### config.mk
export PLATFORM = sky130hd
export DESIGN_NAME = cache_miss_fsm_flat
export DESIGN_NICKNAME = d
export VERILOG_FILES = /design/src/rtl/cache_pkg.sv /design/src/rtl/cache_miss_fsm_if.sv /design/src/rtl/cache_beat_counter.sv /design/src/rtl/cache_miss_fsm.sv /design/src/flat_wrapper.sv
export SDC_FILE = /design/constraint.sdc
export NUM_CORES = 1
export LEC_CHECK = 0
export CAP_MARGIN = 10
export CORE_ASPECT_RATIO = 1.25
export CORE_MARGIN = 2
export CORE_UTILIZATION = 34
export DETAILED_ROUTE_END_ITERATION = 8
export PLACE_DENSITY = 0.8
export RECOVER_POWER = 25
export SYNTH_ARGS = -nofsm -noshare
export SYNTH_HDL_FRONTEND = slang
export SYNTH_SLANG_ARGS = --single-unit
### constraint.sdc
create_clock -name clk -period 2.2 [get_ports clk]
set_clock_uncertainty 0.2 [all_clocks]
set_input_delay 0.33 -clock clk [delete_from_list [all_inputs] [get_ports clk]]
set_output_delay 0.33 -clock clk [all_outputs]
set_load 0.03 [all_outputs]
### src/rtl/cache_pkg.sv
// Shared types and constants for the cache miss controller.
package cache_pkg;

    typedef enum logic [2:0] {
        ST_NORMAL   = 3'd0,
        ST_IC_MISS  = 3'd1,
        ST_DC_MISS  = 3'd2,
        ST_DC_WB    = 3'd3,
        ST_DBL_MISS = 3'd4,
        ST_DBL_WB   = 3'd5
    } cache_state_e;

    localparam logic [1:0] RAM_SEL_IC = 2'b00;
    localparam logic [1:0] RAM_SEL_DC = 2'b01;
    localparam logic [1:0] RAM_SEL_WB = 2'b11;

    function automatic logic is_ic_refill(input cache_state_e st);
        return (st == ST_IC_MISS) || (st == ST_DBL_MISS);
    endfunction

endpackage

### src/rtl/cache_miss_fsm_if.sv
// CPU / cache-array / RAM signal bundle around the cache miss controller.
interface cache_miss_fsm_if #(
    parameter int WORDS_PER_LINE = 8,
    parameter int BYTES_PER_WORD = 4
);
    localparam int WORD_SEL_W = $clog2(WORDS_PER_LINE);

    logic                      ic_read_in;
    logic                      dc_read_in;
    logic                      dc_write_in;
    logic [WORD_SEL_W-1:0]     ic_word_sel_in;
    logic [WORD_SEL_W-1:0]     dc_word_sel_in;
    logic [BYTES_PER_WORD-1:0] dc_byte_w_en_in;
    logic                      ic_hit_in;
    logic                      ic_valid_in;
    logic                      dc_hit_in;
    logic                      dc_valid_in;
    logic                      dc_dirty_in;
    logic                      ram_ack_in;

    logic                      ic_enable_out;
    logic                      ic_cmp_out;
    logic                      ic_write_out;
    logic                      ic_valid_out;
    logic [WORD_SEL_W-1:0]     ic_word_sel_out;
    logic [BYTES_PER_WORD-1:0] ic_byte_w_en_out;
    logic                      dc_enable_out;
    logic                      dc_cmp_out;
    logic                      dc_write_out;
    logic                      dc_valid_out;
    logic [WORD_SEL_W-1:0]     dc_word_sel_out;
    logic [BYTES_PER_WORD-1:0] dc_byte_w_en_out;
    logic                      ram_req_out;
    logic                      ram_write_out;
    logic [1:0]                ram_addr_sel_out;
    logic                      ic_src_dc_out;
    logic                      stall_out;

    modport master (
        output ic_read_in, dc_read_in, dc_write_in, ic_word_sel_in, dc_word_sel_in,
               dc_byte_w_en_in, ic_hit_in, ic_valid_in, dc_hit_in, dc_valid_in,
               dc_dirty_in, ram_ack_in,
        input  ic_enable_out, ic_cmp_out, ic_write_out, ic_valid_out, ic_word_sel_out,
               ic_byte_w_en_out, dc_enable_out, dc_cmp_out, dc_write_out, dc_valid_out,
               dc_word_sel_out, dc_byte_w_en_out, ram_req_out, ram_write_out,
               ram_addr_sel_out, ic_src_dc_out, stall_out
    );

    modport slave (
        input  ic_read_in, dc_read_in, dc_write_in, ic_word_sel_in, dc_word_sel_in,
               dc_byte_w_en_in, ic_hit_in, ic_valid_in, dc_hit_in, dc_valid_in,
               dc_dirty_in, ram_ack_in,
        output ic_enable_out, ic_cmp_out, ic_write_out, ic_valid_out, ic_word_sel_out,
               ic_byte_w_en_out, dc_enable_out, dc_cmp_out, dc_write_out, dc_valid_out,
               dc_word_sel_out, dc_byte_w_en_out, ram_req_out, ram_write_out,
               ram_addr_sel_out, ic_src_dc_out, stall_out
    );

endinterface

### src/rtl/cache_beat_counter.sv
// Word-within-line beat counter; wraps naturally because the line length is a power of two.
module cache_beat_counter #(
    parameter  int WORDS_PER_LINE = 8,
    localparam int WORD_SEL_W     = $clog2(WORDS_PER_LINE)
) (
    input  logic                  clk,
    input  logic                  rst_n,
    input  logic                  clr,
    input  logic                  adv,
    output logic [WORD_SEL_W-1:0] count,
    output logic                  last
);

    logic [WORD_SEL_W-1:0] count_r;

    // Beat counter register: clear has priority over advance.
    always_ff @(posedge clk or negedge rst_n) begin
        if (!rst_n) begin
            count_r <= {WORD_SEL_W{1'b0}};
        end else if (clr) begin
            count_r <= {WORD_SEL_W{1'b0}};
        end else if (adv) begin
            count_r <= count_r + WORD_SEL_W'(1);
        end else begin
            count_r <= count_r;
        end
    end

    assign count = count_r;
    assign last  = (count_r == WORD_SEL_W'(WORDS_PER_LINE - 1));

endmodule

### src/rtl/cache_miss_fsm.sv
// Cache miss controller: decodes I/D cache and RAM control, sequences writeback/refill, stalls the CPU.
// Optional macro CACHE_IC_SNOOP_DC_EN: I-cache refill beats may be served by a D-cache hit.
module cache_miss_fsm
    import cache_pkg::*;
#(
    parameter int WORDS_PER_LINE = 8,
    parameter int BYTES_PER_WORD = 4
) (
    input logic            clk,
    input logic            rst_n,
    cache_miss_fsm_if.slave bus
);

    localparam int WORD_SEL_W = $clog2(WORDS_PER_LINE);
    localparam logic [BYTES_PER_WORD-1:0] BE_ONES = {BYTES_PER_WORD{1'b1}};
    localparam logic [BYTES_PER_WORD-1:0] BE_NONE = {BYTES_PER_WORD{1'b0}};

    cache_state_e          state_r;
    cache_state_e          next_state_s;
    logic [WORD_SEL_W-1:0] count_s;
    logic                  last_s;
    logic                  miss_i_s;
    logic                  miss_d_s;
    logic                  snoop_hit_s;
    logic                  req_s;
    logic                  beat_done_s;
    logic                  line_done_s;

    assign miss_i_s = bus.ic_read_in & ~(bus.ic_hit_in & bus.ic_valid_in);
    assign miss_d_s = (bus.dc_read_in | bus.dc_write_in) & ~(bus.dc_hit_in & bus.dc_valid_in);

`ifdef CACHE_IC_SNOOP_DC_EN
    assign snoop_hit_s = is_ic_refill(state_r) & bus.dc_hit_in & bus.dc_valid_in;
`else
    assign snoop_hit_s = 1'b0;
`endif

    // A beat completes on an ack while requesting, or immediately when the D-cache supplies it.
    assign req_s       = (state_r != ST_NORMAL) & ~snoop_hit_s;
    assign beat_done_s = (req_s & bus.ram_ack_in) | snoop_hit_s;
    assign line_done_s = beat_done_s & last_s;

    cache_beat_counter #(
        .WORDS_PER_LINE(WORDS_PER_LINE)
    ) u_counter (
        .clk  (clk),
        .rst_n(rst_n),
        .clr  (state_r == ST_NORMAL),
        .adv  (beat_done_s),
        .count(count_s),
        .last (last_s)
    );

    // State register.
    always_ff @(posedge clk or negedge rst_n) begin
        if (!rst_n) begin
            state_r <= ST_NORMAL;
        end else begin
            state_r <= next_state_s;
        end
    end

    // Next-state decode.
    always_comb begin
        next_state_s = state_r;
        case (state_r)
            ST_NORMAL: begin
                if (miss_d_s & miss_i_s) begin
                    next_state_s = bus.dc_dirty_in ? ST_DBL_WB : ST_DBL_MISS;
                end else if (miss_d_s) begin
                    next_state_s = bus.dc_dirty_in ? ST_DC_WB : ST_DC_MISS;
                end else if (miss_i_s) begin
                    next_state_s = ST_IC_MISS;
                end else begin
                    next_state_s = ST_NORMAL;
                end
            end
            ST_IC_MISS:  next_state_s = line_done_s ? ST_NORMAL   : ST_IC_MISS;
            ST_DBL_MISS: next_state_s = line_done_s ? ST_DC_MISS  : ST_DBL_MISS;
            ST_DC_MISS:  next_state_s = line_done_s ? ST_NORMAL   : ST_DC_MISS;
            ST_DC_WB:    next_state_s = line_done_s ? ST_DC_MISS  : ST_DC_WB;
            ST_DBL_WB:   next_state_s = line_done_s ? ST_DBL_MISS : ST_DBL_WB;
            default:     next_state_s = ST_NORMAL;
        endcase
    end

    // Output decode; outside NORMAL both word selects follow the beat counter.
    always_comb begin
        bus.ic_enable_out    = 1'b0;
        bus.ic_cmp_out       = 1'b0;
        bus.ic_write_out     = 1'b0;
        bus.ic_valid_out     = 1'b0;
        bus.ic_word_sel_out  = count_s;
        bus.ic_byte_w_en_out = BE_NONE;
        bus.dc_enable_out    = 1'b0;
        bus.dc_cmp_out       = 1'b0;
        bus.dc_write_out     = 1'b0;
        bus.dc_valid_out     = 1'b0;
        bus.dc_word_sel_out  = count_s;
        bus.dc_byte_w_en_out = BE_NONE;
        bus.ram_req_out      = 1'b0;
        bus.ram_write_out    = 1'b0;
        bus.ram_addr_sel_out = RAM_SEL_IC;
        bus.ic_src_dc_out    = 1'b0;
        bus.stall_out        = 1'b1;
        case (state_r)
            ST_NORMAL: begin
                bus.ic_enable_out    = bus.ic_read_in;
                bus.ic_cmp_out       = 1'b1;
                bus.ic_word_sel_out  = bus.ic_word_sel_in;
                bus.dc_enable_out    = bus.dc_read_in | bus.dc_write_in;
                bus.dc_cmp_out       = 1'b1;
                bus.dc_write_out     = bus.dc_write_in;
                bus.dc_valid_out     = bus.dc_write_in;
                bus.dc_word_sel_out  = bus.dc_word_sel_in;
                bus.dc_byte_w_en_out = bus.dc_byte_w_en_in;
                bus.stall_out        = miss_i_s | miss_d_s;
            end
            ST_IC_MISS, ST_DBL_MISS: begin
                bus.ic_enable_out    = 1'b1;
                bus.ic_write_out     = beat_done_s;
                bus.ic_valid_out     = line_done_s;
                bus.ic_byte_w_en_out = beat_done_s ? BE_ONES : BE_NONE;
                bus.ram_req_out      = req_s;
                bus.ram_addr_sel_out = RAM_SEL_IC;
                bus.ic_src_dc_out    = snoop_hit_s;
`ifdef CACHE_IC_SNOOP_DC_EN
                bus.dc_enable_out    = 1'b1;
                bus.dc_cmp_out       = 1'b1;
`endif
            end
            ST_DC_MISS: begin
                bus.dc_enable_out    = 1'b1;
                bus.dc_write_out     = beat_done_s;
                bus.dc_valid_out     = line_done_s;
                bus.dc_byte_w_en_out = beat_done_s ? BE_ONES : BE_NONE;
                bus.ram_req_out      = req_s;
                bus.ram_addr_sel_out = RAM_SEL_DC;
            end
            ST_DC_WB, ST_DBL_WB: begin
                bus.dc_enable_out    = 1'b1;
                bus.ram_req_out      = req_s;
                bus.ram_write_out    = 1'b1;
                bus.ram_addr_sel_out = RAM_SEL_WB;
            end
            default: begin
                bus.stall_out        = 1'b1;
            end
        endcase
    end

endmodule

### src/flat_wrapper.sv
// flat-port wrapper written by rule: the top's interface ports become plain ports
module cache_miss_fsm_flat import cache_pkg::*;
#(
    parameter int WORDS_PER_LINE = 8,
    parameter int BYTES_PER_WORD = 4
)
  (clk, rst_n, bus_ic_read_in, bus_dc_read_in, bus_dc_write_in, bus_ic_word_sel_in, bus_dc_word_sel_in, bus_dc_byte_w_en_in, bus_ic_hit_in, bus_ic_valid_in, bus_dc_hit_in, bus_dc_valid_in, bus_dc_dirty_in, bus_ram_ack_in, bus_ic_enable_out, bus_ic_cmp_out, bus_ic_write_out, bus_ic_valid_out, bus_ic_word_sel_out, bus_ic_byte_w_en_out, bus_dc_enable_out, bus_dc_cmp_out, bus_dc_write_out, bus_dc_valid_out, bus_dc_word_sel_out, bus_dc_byte_w_en_out, bus_ram_req_out, bus_ram_write_out, bus_ram_addr_sel_out, bus_ic_src_dc_out, bus_stall_out);
  cache_miss_fsm_if #(.WORDS_PER_LINE(WORDS_PER_LINE), .BYTES_PER_WORD(BYTES_PER_WORD)) bus_i ();
  input logic clk;
  input logic rst_n;
  input wire logic [$bits(bus_i.ic_read_in)-1:0] bus_ic_read_in;
  input wire logic [$bits(bus_i.dc_read_in)-1:0] bus_dc_read_in;
  input wire logic [$bits(bus_i.dc_write_in)-1:0] bus_dc_write_in;
  input wire logic [$bits(bus_i.ic_word_sel_in)-1:0] bus_ic_word_sel_in;
  input wire logic [$bits(bus_i.dc_word_sel_in)-1:0] bus_dc_word_sel_in;
  input wire logic [$bits(bus_i.dc_byte_w_en_in)-1:0] bus_dc_byte_w_en_in;
  input wire logic [$bits(bus_i.ic_hit_in)-1:0] bus_ic_hit_in;
  input wire logic [$bits(bus_i.ic_valid_in)-1:0] bus_ic_valid_in;
  input wire logic [$bits(bus_i.dc_hit_in)-1:0] bus_dc_hit_in;
  input wire logic [$bits(bus_i.dc_valid_in)-1:0] bus_dc_valid_in;
  input wire logic [$bits(bus_i.dc_dirty_in)-1:0] bus_dc_dirty_in;
  input wire logic [$bits(bus_i.ram_ack_in)-1:0] bus_ram_ack_in;
  output wire logic [$bits(bus_i.ic_enable_out)-1:0] bus_ic_enable_out;
  output wire logic [$bits(bus_i.ic_cmp_out)-1:0] bus_ic_cmp_out;
  output wire logic [$bits(bus_i.ic_write_out)-1:0] bus_ic_write_out;
  output wire logic [$bits(bus_i.ic_valid_out)-1:0] bus_ic_valid_out;
  output wire logic [$bits(bus_i.ic_word_sel_out)-1:0] bus_ic_word_sel_out;
  output wire logic [$bits(bus_i.ic_byte_w_en_out)-1:0] bus_ic_byte_w_en_out;
  output wire logic [$bits(bus_i.dc_enable_out)-1:0] bus_dc_enable_out;
  output wire logic [$bits(bus_i.dc_cmp_out)-1:0] bus_dc_cmp_out;
  output wire logic [$bits(bus_i.dc_write_out)-1:0] bus_dc_write_out;
  output wire logic [$bits(bus_i.dc_valid_out)-1:0] bus_dc_valid_out;
  output wire logic [$bits(bus_i.dc_word_sel_out)-1:0] bus_dc_word_sel_out;
  output wire logic [$bits(bus_i.dc_byte_w_en_out)-1:0] bus_dc_byte_w_en_out;
  output wire logic [$bits(bus_i.ram_req_out)-1:0] bus_ram_req_out;
  output wire logic [$bits(bus_i.ram_write_out)-1:0] bus_ram_write_out;
  output wire logic [$bits(bus_i.ram_addr_sel_out)-1:0] bus_ram_addr_sel_out;
  output wire logic [$bits(bus_i.ic_src_dc_out)-1:0] bus_ic_src_dc_out;
  output wire logic [$bits(bus_i.stall_out)-1:0] bus_stall_out;
  assign bus_i.ic_read_in = bus_ic_read_in;
  assign bus_i.dc_read_in = bus_dc_read_in;
  assign bus_i.dc_write_in = bus_dc_write_in;
  assign bus_i.ic_word_sel_in = bus_ic_word_sel_in;
  assign bus_i.dc_word_sel_in = bus_dc_word_sel_in;
  assign bus_i.dc_byte_w_en_in = bus_dc_byte_w_en_in;
  assign bus_i.ic_hit_in = bus_ic_hit_in;
  assign bus_i.ic_valid_in = bus_ic_valid_in;
  assign bus_i.dc_hit_in = bus_dc_hit_in;
  assign bus_i.dc_valid_in = bus_dc_valid_in;
  assign bus_i.dc_dirty_in = bus_dc_dirty_in;
  assign bus_i.ram_ack_in = bus_ram_ack_in;
  assign bus_ic_enable_out = bus_i.ic_enable_out;
  assign bus_ic_cmp_out = bus_i.ic_cmp_out;
  assign bus_ic_write_out = bus_i.ic_write_out;
  assign bus_ic_valid_out = bus_i.ic_valid_out;
  assign bus_ic_word_sel_out = bus_i.ic_word_sel_out;
  assign bus_ic_byte_w_en_out = bus_i.ic_byte_w_en_out;
  assign bus_dc_enable_out = bus_i.dc_enable_out;
  assign bus_dc_cmp_out = bus_i.dc_cmp_out;
  assign bus_dc_write_out = bus_i.dc_write_out;
  assign bus_dc_valid_out = bus_i.dc_valid_out;
  assign bus_dc_word_sel_out = bus_i.dc_word_sel_out;
  assign bus_dc_byte_w_en_out = bus_i.dc_byte_w_en_out;
  assign bus_ram_req_out = bus_i.ram_req_out;
  assign bus_ram_write_out = bus_i.ram_write_out;
  assign bus_ram_addr_sel_out = bus_i.ram_addr_sel_out;
  assign bus_ic_src_dc_out = bus_i.ic_src_dc_out;
  assign bus_stall_out = bus_i.stall_out;
  cache_miss_fsm #(.WORDS_PER_LINE(WORDS_PER_LINE), .BYTES_PER_WORD(BYTES_PER_WORD)) u_core (.clk(clk), .rst_n(rst_n), .bus(bus_i));
endmodule
==> qor.csv <==
metric,value,unit
outcome,finished clean,
# DRC,0,
drt pass-1 iters,4,
register area share after synthesis,22.3,%
average vias per placed instance,4.96,
Crit-path slowest cell,dfrtp_1,
Placed Area,1110,µm²
CTS max path bufs,2,
Initial Util,35.2,%
routed wire length,1830,µm
CP bufs+invs,2,
ys flop type,dfrtp_1,
GRT Overall Usage,16.8,%
CP Max Fanout,14,
largest cells by area after synthesis,"dfrtp_1 22%, buf_4 8.9%, mux2_4 8.9%, nand2b_1 7.4%, a21oi_1 5.2%",
I/O Buffers,47,
r2r setup slk,0.53,ns
critical path endpoint category,primary output,
antenna-violating nets left,0,
final core occ,57.1,%
Hold Fails Final Rpt,0,
Iteration-0 DRC Markers,3,
largest net degree at the start of global routing,15,
CP required,1.67,ns
type of the tightest min-delay check,in2async,
Core Region,1910,µm²
post-synth top area cell,dfrtp_1,
Skew-Pair Late Insertion Delay,0.24,ns
Num CTS Buffers,3,
clk slew on worst S/H paths,0.04,ns
Diodes inserted,0,
Max Cap Viol,0,
Tcrit/Tclk final,96.4,%
worst hold slack,0.202,ns
maximum vdd ir drop,0.796,mV
# IOs,49,
"Min Clock Period, post-route",2.12,ns
hold_buf cts,0,
Synth Area in Adders,3.71,%
Critical Path Max Stage Delay,0.40,ns
Leak,0.000528,µW
"EDFF count, synth",0,
mux share of post-synthesis cell area,18.4,%
Mapped Avg Cell Area,8.99,µm²
most frequent cells after synthesis,"8 x buf_4, 8 x nand2b_1, 7 x a21oi_1",
Syn Std Cell Area,674,µm²
Overflow after GRT,0,
Reg-to-Reg End,u_core.state_r[1],
main combinational cell family by area after synthesis,simple AND/OR/NAND/NOR gates,
XOR/XNOR Fraction of Synth Area,2.60,%
gpl congestion,0.714,
Compound-Gate Fraction of Synth Area,17.6,%
synthesis-stage register bit count,6,
layout cells sized above 1,39.7,%
async set-or-reset flop fraction in the synthesized netlist,100,%
Fmax,471,MHz
area share of and/or/nand/nor cells after synthesis,20.4,%
Post-CTS Setup Repair Bufs,0,
reg2reg start,u_core.u_counter.count[0],
PwrDens,1720,nW/µm²
Slew Limit Fails,0,
Worst Setup Start Kind,register,
initial antenna violation count,0,
row count,18,
die width,43.8,µm
worst r2r path cells,5,
DP HPWL,1560,µm
Pwr Total,1870,µW
post-route cell area,1090,µm²
critical path cell sequence,"buf_4, nor2b_1, a21o_2, dlygate4sd2_1",
die height,53.8,µm
final setup vio count,0,
number of global-route vias before repair,677,
"Distinct cells, synth",31,
Crit path depth,4,
syn_nets,98,
die area,2360,µm²
# nets final,146,
total number of vias,699,
Setup Crit Path Kind,reg2out,
P&R area growth vs syn,62.0,%
CP arrival,1.59,ns
area share of the largest cell type after synthesis,22.3,%
yosys synthesis warning count,0,
first-pass GRT wire length,2980,µm
synthesized netlist cell count,75,
TritonCTS Sinks,6,
CP top delay family,buffers and inverters,
H-Tree Depth,1,
CTS tree,yes,
RSZ-0062 raised after global routing,no,
clock root cell,clkbuf_4,
DR WL/cell,13.0,µm
-- registers in the layout, indices dropped and copies added, names as in the netlist --
signal                  flops
u_core.state_r              3
u_core.u_counter.count      3
-- metal layers --
layer | vias to the layer above | share of wire, % | GRT usage, %
li1 | 347 | - | -
met4 | 0 | 0 | 6.06
met5 | - | 0 | 0
met3 | 0 | 14 | 5.37
met2 | 40 | 51 | 29.9
met1 | 312 | 36 | 18.6
-- final cells by class --
cell class | count | area (µm²)
Sequential cell | 6 | 150
Timing Repair Buffer | 56 | 463
Tap cell | 20 | 25.0
Fill cell | 179 | 822
Clock buffer | 3 | 22.5
Multi-Input combinational cell | 56 | 432
-- where the power goes --
group / internal (µW) / switching [µW] / total (µW)
sequential: 163 / 57.1 / 220
combinational: 648 / 907 / 1550
clock: 61.6 / 37.5 / 99.1
total: 872 / 1000 / 1870
-- stage by stage --
stage | TNS (ns) | std cells | worst slack, ns
floorplan | 0 | 75 | 0.0705
CTS | -0.0116 | 141 | -0.0116
finish | 0 | 141 | 0.0786
global placement | -0.000347 | 138 | -0.000347
global route | 0 | 141 | 0.0112
detailed placement | -0.209 | 138 | -0.0586
-- repair_timing --
action	4_1_cts	5_1_grt
pin swaps	1	1
endpoints found under the setup margin	8	6
resized for setup	22	12
-- kinds of logic (layout without fill, tap and decap cells) --
kind of cell	count (synthesis)	in the layout
other	1	1
and+or+nand+nor	23	23
xor gates and xnor gates	2	2
muxes	10	10
adders and majority gates	2	2
buffers and inverters	13	59
DFF	6	6
AOI/OAI and AO/OA	18	18
-- how the worst max path moves through the flow --
stage | from | end | slack (ns)
floorplan | u_core.state_r[2] | bus_ic_valid_out | 0.07
detailed placement | u_core.state_r[0] | bus_ic_word_sel_out[2] | -0.06
global placement | u_core.state_r[0] | bus_ic_word_sel_out[2] | -0.0003
finish | u_core.state_r[1] | bus_ram_addr_sel_out[0] | 0.08
CTS | u_core.state_r[2] | bus_ic_word_sel_out[2] | -0.01
global route | u_core.state_r[1] | bus_ram_addr_sel_out[0] | 0.01
-- placed cells by master (no fill, tap or decap), types with 2 or more instances in the layout --
| cell type | count |
|---|---|
| o21ai_0 | 2 |
| a21oi_1 | 7 |
| ha_1 | 2 |
| clkbuf_4 | 3 |
| xnor2_1 | 2 |
| dfrtp_1 | 6 |
| dlygate4sd3_1 | 2 |
| buf_2 | 6 |
| nand2b_1 | 8 |
| mux2_2 | 3 |
| clkdlybuf4s50_1 | 18 |
| mux2i_1 | 3 |
| nor2b_1 | 2 |
| nor2_1 | 6 |
| buf_4 | 26 |
| mux2_4 | 4 |
-- worst register-to-register path, stage by stage, from the launching register on --
cell and delay, ns:
dfrtp_1 0.42, ha_1 0.23, ha_1 0.23, nand3b_1 0.14, mux2i_1 0.19, o21ai_0 0.11
Note: power is estimated with default switching activity, not from simulation.
